===== config.mk =====
export PLATFORM = sky130hd
export DESIGN_NAME = apb_cmd_master_flat
export DESIGN_NICKNAME = d
export VERILOG_FILES = /design/src/rtl/apb_cmd_master_pkg.sv /design/src/rtl/apb_cmd_master_if.sv /design/src/rtl/apb_cmd_master_wait_timer.sv /design/src/rtl/apb_cmd_master.sv /design/src/flat_wrapper.sv
export SDC_FILE = /design/constraint.sdc
export NUM_CORES = 1
export LEC_CHECK = 0
export BUFFER_PORTS_ARGS = -buffer_cell sky130_fd_sc_hd__buf_2
export CAP_MARGIN = 10
export CORE_ASPECT_RATIO = 1.2
export CORE_UTILIZATION = 40
export DETAILED_ROUTE_END_ITERATION = 8
export PLACE_DENSITY = 0.67
export SLEW_MARGIN = 15
export SYNTH_ARGS = -nofsm -noshare
export SYNTH_HDL_FRONTEND = slang
export SYNTH_SLANG_ARGS = --single-unit

===== constraint.sdc =====
create_clock -name clk -period 2.3 [get_ports clk]
set_input_delay 0.46 -clock clk [delete_from_list [all_inputs] [get_ports clk]]
set_output_delay 0.46 -clock clk [all_outputs]
set_load 0.01 [all_outputs]

===== src/rtl/apb_cmd_master_pkg.sv =====
// apb_cmd_master_pkg: shared state encoding, defaults and serial-controller register map
package apb_cmd_master_pkg;
  typedef enum logic [1:0] {IDLE = 2'd0, SETUP = 2'd1, ACCESS = 2'd2, RESP = 2'd3} state_t;
  localparam int TIMEOUT_DEF = 256;
  localparam logic [7:0] REG_START = 8'h00;
  localparam logic [7:0] REG_BUSY = 8'h04;
  localparam logic [7:0] REG_DOUT = 8'h08;
  localparam logic [7:0] REG_DIN = 8'h0C;
  localparam logic [7:0] REG_WR = 8'h10;
  localparam logic [7:0] REG_CLKDIV = 8'h14;
  localparam logic [7:0] REG_NEGDEL = 8'h18;
endpackage


===== src/rtl/apb_cmd_master_if.sv =====
// apb_cmd_master_if: command/response streams and APB3 bus of the command master
interface apb_cmd_master_if #(parameter int AW = 32, parameter int DW = 32);
  logic cmd_valid, cmd_ready, cmd_write;
  logic [AW-1:0] cmd_addr;
  logic [DW-1:0] cmd_wdata;
  logic rsp_valid, rsp_ready, rsp_err, rsp_timeout;
  logic [DW-1:0] rsp_rdata;
  logic [AW-1:0] paddr;
  logic psel, penable, pwrite, pready, pslverr;
  logic [DW-1:0] pwdata, prdata;
  modport master (
    input cmd_valid, cmd_addr, cmd_wdata, cmd_write, rsp_ready, prdata, pready, pslverr,
    output cmd_ready, rsp_valid, rsp_rdata, rsp_err, rsp_timeout, paddr, psel, penable, pwrite, pwdata
  );
  modport slave (
    output cmd_valid, cmd_addr, cmd_wdata, cmd_write, rsp_ready, prdata, pready, pslverr,
    input cmd_ready, rsp_valid, rsp_rdata, rsp_err, rsp_timeout, paddr, psel, penable, pwrite, pwdata
  );
endinterface


===== src/rtl/apb_cmd_master_wait_timer.sv =====
// apb_wait_timer: saturating count of pready wait cycles with limit compare
module apb_wait_timer #(
  parameter int TIMEOUT = 256,
  parameter int TW = 9
) (
  input logic clk,
  input logic rstn,
  input logic clr,
  input logic en,
  output logic expired
);
  localparam logic [TW-1:0] LIMIT = TW'(TIMEOUT == 0 ? 0 : TIMEOUT - 1);
  logic [TW-1:0] cnt;
  always_ff @(posedge clk or negedge rstn)
    if (!rstn) cnt <= '0;
    else if (clr) cnt <= '0;
    else if (en && !(&cnt)) cnt <= cnt + TW'(1);
  assign expired = (TIMEOUT != 0) && (cnt == LIMIT);
endmodule


===== src/rtl/apb_cmd_master.sv =====
// apb_cmd_master: turns a valid/ready command stream into single APB3 transfers with bounded wait
module apb_cmd_master
  import apb_cmd_master_pkg::*;
#(
  parameter int AW = 32,
  parameter int DW = 32,
  parameter int TIMEOUT = TIMEOUT_DEF,
  parameter int TW = 9
) (
  input logic clk,
  input logic rstn,
  apb_cmd_master_if.master bus
);
  state_t state, state_nxt;
  logic [AW-1:0] paddr_q;
  logic [DW-1:0] pwdata_q, rdata_q;
  logic pwrite_q, err_q, to_q, expired, accept, done;
  assign accept = state == IDLE && bus.cmd_valid;
  assign done = state == ACCESS && (bus.pready || expired);
  apb_wait_timer #(.TIMEOUT(TIMEOUT), .TW(TW)) u_timer (
    .clk(clk),
    .rstn(rstn),
    .clr(state == SETUP),
    .en(state == ACCESS && !bus.pready),
    .expired(expired)
  );
  always_ff @(posedge clk or negedge rstn)
    if (!rstn) state <= IDLE;
    else state <= state_nxt;
  always_comb begin
    state_nxt = state;
    case (state)
      IDLE: state_nxt = bus.cmd_valid ? SETUP : IDLE;
      SETUP: state_nxt = ACCESS;
      ACCESS: state_nxt = (bus.pready || expired) ? RESP : ACCESS;
      RESP: state_nxt = bus.rsp_ready ? IDLE : RESP;
      default: state_nxt = IDLE;
    endcase
  end
  // pready wins over an expiry on the same cycle
  always_ff @(posedge clk or negedge rstn)
    if (!rstn) begin
      paddr_q <= '0;
      pwdata_q <= '0;
      pwrite_q <= 1'b0;
      rdata_q <= '0;
      err_q <= 1'b0;
      to_q <= 1'b0;
    end else if (accept) begin
      paddr_q <= bus.cmd_addr;
      pwdata_q <= bus.cmd_wdata;
      pwrite_q <= bus.cmd_write;
    end else if (done) begin
      rdata_q <= (bus.pready && !pwrite_q) ? bus.prdata : '0;
      err_q <= bus.pready ? bus.pslverr : 1'b1;
      to_q <= !bus.pready;
    end
  assign bus.cmd_ready = rstn && state == IDLE;
  assign bus.psel = state == SETUP || state == ACCESS;
  assign bus.penable = state == ACCESS;
  assign bus.rsp_valid = state == RESP;
  assign bus.paddr = paddr_q;
  assign bus.pwdata = pwdata_q;
  assign bus.pwrite = pwrite_q;
  assign bus.rsp_rdata = rdata_q;
  assign bus.rsp_err = err_q;
  assign bus.rsp_timeout = to_q;
endmodule


===== src/flat_wrapper.sv =====
// flat-port wrapper written by rule: the top's interface ports become plain ports
module apb_cmd_master_flat import apb_cmd_master_pkg::*;
#(
  parameter int AW = 32,
  parameter int DW = 32,
  parameter int TIMEOUT = TIMEOUT_DEF,
  parameter int TW = 9
)
  (clk, rstn, bus_cmd_valid, bus_cmd_addr, bus_cmd_wdata, bus_cmd_write, bus_rsp_ready, bus_prdata, bus_pready, bus_pslverr, bus_cmd_ready, bus_rsp_valid, bus_rsp_rdata, bus_rsp_err, bus_rsp_timeout, bus_paddr, bus_psel, bus_penable, bus_pwrite, bus_pwdata);
  apb_cmd_master_if #(.AW(AW), .DW(DW)) bus_i ();
  input logic clk;
  input logic rstn;
  input wire logic [$bits(bus_i.cmd_valid)-1:0] bus_cmd_valid;
  input wire logic [$bits(bus_i.cmd_addr)-1:0] bus_cmd_addr;
  input wire logic [$bits(bus_i.cmd_wdata)-1:0] bus_cmd_wdata;
  input wire logic [$bits(bus_i.cmd_write)-1:0] bus_cmd_write;
  input wire logic [$bits(bus_i.rsp_ready)-1:0] bus_rsp_ready;
  input wire logic [$bits(bus_i.prdata)-1:0] bus_prdata;
  input wire logic [$bits(bus_i.pready)-1:0] bus_pready;
  input wire logic [$bits(bus_i.pslverr)-1:0] bus_pslverr;
  output wire logic [$bits(bus_i.cmd_ready)-1:0] bus_cmd_ready;
  output wire logic [$bits(bus_i.rsp_valid)-1:0] bus_rsp_valid;
  output wire logic [$bits(bus_i.rsp_rdata)-1:0] bus_rsp_rdata;
  output wire logic [$bits(bus_i.rsp_err)-1:0] bus_rsp_err;
  output wire logic [$bits(bus_i.rsp_timeout)-1:0] bus_rsp_timeout;
  output wire logic [$bits(bus_i.paddr)-1:0] bus_paddr;
  output wire logic [$bits(bus_i.psel)-1:0] bus_psel;
  output wire logic [$bits(bus_i.penable)-1:0] bus_penable;
  output wire logic [$bits(bus_i.pwrite)-1:0] bus_pwrite;
  output wire logic [$bits(bus_i.pwdata)-1:0] bus_pwdata;
  assign bus_i.cmd_valid = bus_cmd_valid;
  assign bus_i.cmd_addr = bus_cmd_addr;
  assign bus_i.cmd_wdata = bus_cmd_wdata;
  assign bus_i.cmd_write = bus_cmd_write;
  assign bus_i.rsp_ready = bus_rsp_ready;
  assign bus_i.prdata = bus_prdata;
  assign bus_i.pready = bus_pready;
  assign bus_i.pslverr = bus_pslverr;
  assign bus_cmd_ready = bus_i.cmd_ready;
  assign bus_rsp_valid = bus_i.rsp_valid;
  assign bus_rsp_rdata = bus_i.rsp_rdata;
  assign bus_rsp_err = bus_i.rsp_err;
  assign bus_rsp_timeout = bus_i.rsp_timeout;
  assign bus_paddr = bus_i.paddr;
  assign bus_psel = bus_i.psel;
  assign bus_penable = bus_i.penable;
  assign bus_pwrite = bus_i.pwrite;
  assign bus_pwdata = bus_i.pwdata;
  apb_cmd_master #(.AW(AW), .DW(DW), .TIMEOUT(TIMEOUT), .TW(TW)) u_core (.clk(clk), .rstn(rstn), .bus(bus_i));
endmodule

==> impl_metrics.toml <==
[setup_path]
critical_path.endpoint_type = "flip-flop"
path_cells = "ha_1, nand3_1, nor2_1, ha_1, or3b_4, or4_1, a21oi_1"
worstPathRequired_ps = 2560
crit_path_max_fanout = 11
cp_slowest_cell = "or4_1"
crit_top_cell = "ha_1"
worstSetupPathType = "flip-flop to flip-flop"
cp-start-kind = "flip-flop"
cp_slowest_stage_delay_ps = 490
cp.arrival_ps = 2470

[final_layout]
final_common_cell = "buf_2"
post_layout_nonfiller_instances = 692
syn_to_final_growth_pct = 33.9
fill_cells = 929
nets = 669
diodes = 0
final_cell_mix = "buf_2, dfrtp_1, o21ai_0"
drive_gt1_share_pct = 53.3

[logic_synthesis]
syn_area_mm2 = 0.00444
ys_seq_elements = 110
yosysWarnings = 0
synth_area_per_cell_um2 = 12.4
ys_seq_area_share_pct = 62.0
synth_cells = 358
synth.net_count = 469
ys_types = 25

[clocking]
cts_tree = "yes"
clk_latency_ps = 340
htreeDepth = 3
clkSinkCount = 110
postCtsSetupBuffers = 0
clockBufferDepth = 2
cts_buffers = 9
cts_root_buffer = "clkbuf_16"
path_clk_slew_ps = 70

[timing]
rsz0062_at_grt = "no"
setup_tns_ps = 0
timing.fmax_mhz = 454
period_needed_ps = 2200
fin_skew_ps = 7.19
setup_viol = 0
final.period_utilization_pct = 95.8
worstMarginPinSlew_ps = 607
final_max_slew_viol_count = 0
hold_viol_final = 0
fin_ws_ps = 97.4
slew_headroom_pct = 59.5

[global_route]
antenna_found_initial = 0
grt_overflow = 0
grt_pass1_wl_mm = 16.9
grt_max_degree = 111
grt_usage_pct = 18.4
grt_pass1_vias = 3495

[placement]
routabilityCongestion = 0.756
dpl.hpwl_mm = 7.10
place_ws_ps = 131
port_buffers = 205
dp_cells = 676

[drt]
routed_wl_mm = 10.2
firstDrtPassIters = 7
drc_errors = 15
detail-route-antenna-nets = 0
via_per_inst = 4.98
vias = 3444
initialDrtViolationCount = 177
wl_per_cell_um = 14.8

[hold_path]
hold_class = "input port to asynchronous set/reset pin"

[power_and_ir_drop]
p_leak_nw = 2.92
max-vdd-ir-drop_mv = 0.709
power-per-cell-area_mw_per_mm2 = 1300

[status]
outcome = "complete, but fails checks"
violations = "design-rule violations"

[die]
core_mm2 = 0.0107
die_w_um = 98.2
die_h_um = 117
rows = 41
io_pins = 206
start_util_pct = 41.6
die-area_mm2 = 0.0115

[flow_run]
cap_violations = 0
cells in the mapped netlist:
cell / count / area [um^2]
a21oi_1: 6 / 30.0
a211oi_1: 1 / 7.51
or4_1: 3 / 22.5
ha_1: 8 / 100
or3_1: 2 / 12.5
clkbuf_1: 16 / 60.1
nor2b_1: 5 / 31.3
o21ai_0: 73 / 365
o31ai_1: 3 / 22.5
xnor2_1: 1 / 8.76
or2_0: 1 / 6.26
or3b_4: 1 / 11.3
and2_1: 2 / 12.5
nand2_1: 37 / 139
dfrtp_1: 110 / 2750
nor2_1: 4 / 15.0
buf_6: 1 / 11.3
mux2_2: 66 / 743
nor3b_1: 1 / 7.51
nand4_1: 2 / 12.5
inv_1: 4 / 15.0
nand3_1: 3 / 15.0
o21ai_1: 1 / 5.00
buf_1: 3 / 11.3
buf_2: 4 / 20.0
power by group:
part	total [mW]	switching, mW	internal [mW]
Clock	1.70	0.709	0.993
Combinational	2.91	1.50	1.41
Sequential	3.14	0.388	2.75
Total	7.74	2.60	5.15
metal layers:
| layer | GRT usage (%) | vias to the layer above | routed length [um] |
|---|---|---|---|
| li1 | - | 1633 | - |
| met1 | 23.0 | 1660 | 4350 |
| met2 | 30.4 | 135 | 4980 |
| met3 | 4.53 | 16 | 741 |
| met4 | 7.37 | 0 | 182 |
| met5 | 0 | - | 0 |
area by class of cell:
class                   count  area (um^2)  share of cell area [%]
flip-flops and latches    110         2750                    46.3
multi-input cells         220         1580                    26.6
repair buffers            213         1100                    18.5
clock buffers              10          239                    4.02
well taps                 129          161                    2.72
clock inverters             6         93.8                    1.58
inverters                   4         15.0                   0.253
worst paths after layout:
kind | from | to | depth (start not counted) | slack [ps]
worst max-delay path | u_core.u_timer.cnt[0]$_DFFE_PN0P_ | u_core.u_timer.cnt[5]$_DFFE_PN0P_ | 7 | 100
worst min-delay path | rstn | u_core.bus.pwrite$_DFFE_PN0P_ | 2 | 170
worst max register to register | u_core.u_timer.cnt[0]$_DFFE_PN0P_ | u_core.u_timer.cnt[5]$_DFFE_PN0P_ | 7 | 100
worst min register to register | u_core.bus.paddr[13]$_DFFE_PN0P_ | u_core.bus.paddr[13]$_DFFE_PN0P_ | 1 | 500
max in group asynchronous | rstn | u_core.bus.pwdata[6]$_DFFE_PN0P_ | 2 | 1640
min in group clk | bus_cmd_valid | u_core.state[0]$_DFF_PN0_ | 3 | 340
sequential cells by signal (all words and copies together), names as in the netlist:
signal / cells
u_core.bus.paddr: 32
u_core.bus.pwdata: 32
u_core.bus.pwrite: 1
u_core.bus.rsp_err: 1
u_core.bus.rsp_rdata: 32
u_core.bus.rsp_timeout: 1
u_core.state: 2
u_core.u_timer.cnt: 9
repair_timing:
action / in CTS / in global routing
hold buffers: 0 / 0
setup endpoints to repair: 0 / 1
resized for setup: 0 / 1
worst max-delay path: cells and delay by family, from the launching register on:
kind	cells	cell delay (ps)
AO/OA/AOI/OAI	1	170
adder cells (fa/ha/maj)	2	450
flip-flops	1	410
AND/OR/NAND/NOR	4	1090
through the flow:
step	hold WS, ps	cell area (um^2)	utilization, %	total power, mW
floorplan	164	4440	-	4.85
global placement	484	5610	52.5	6.01
detailed placement	490	5610	52.5	6.13
CTS	228	5940	55.7	7.84
global route	254	5940	55.7	8.25
finish	174	5940	55.7	7.74
cell families after synthesis:
logic type | share of synthesized area, %
flops | 62.0
compound gates | 9.70
mux | 16.7
simple gates | 6.43
buf+inv | 2.65
fa+ha+maj | 2.26
xor+xnor | 0.197
Power figures use the tool's default switching activity.
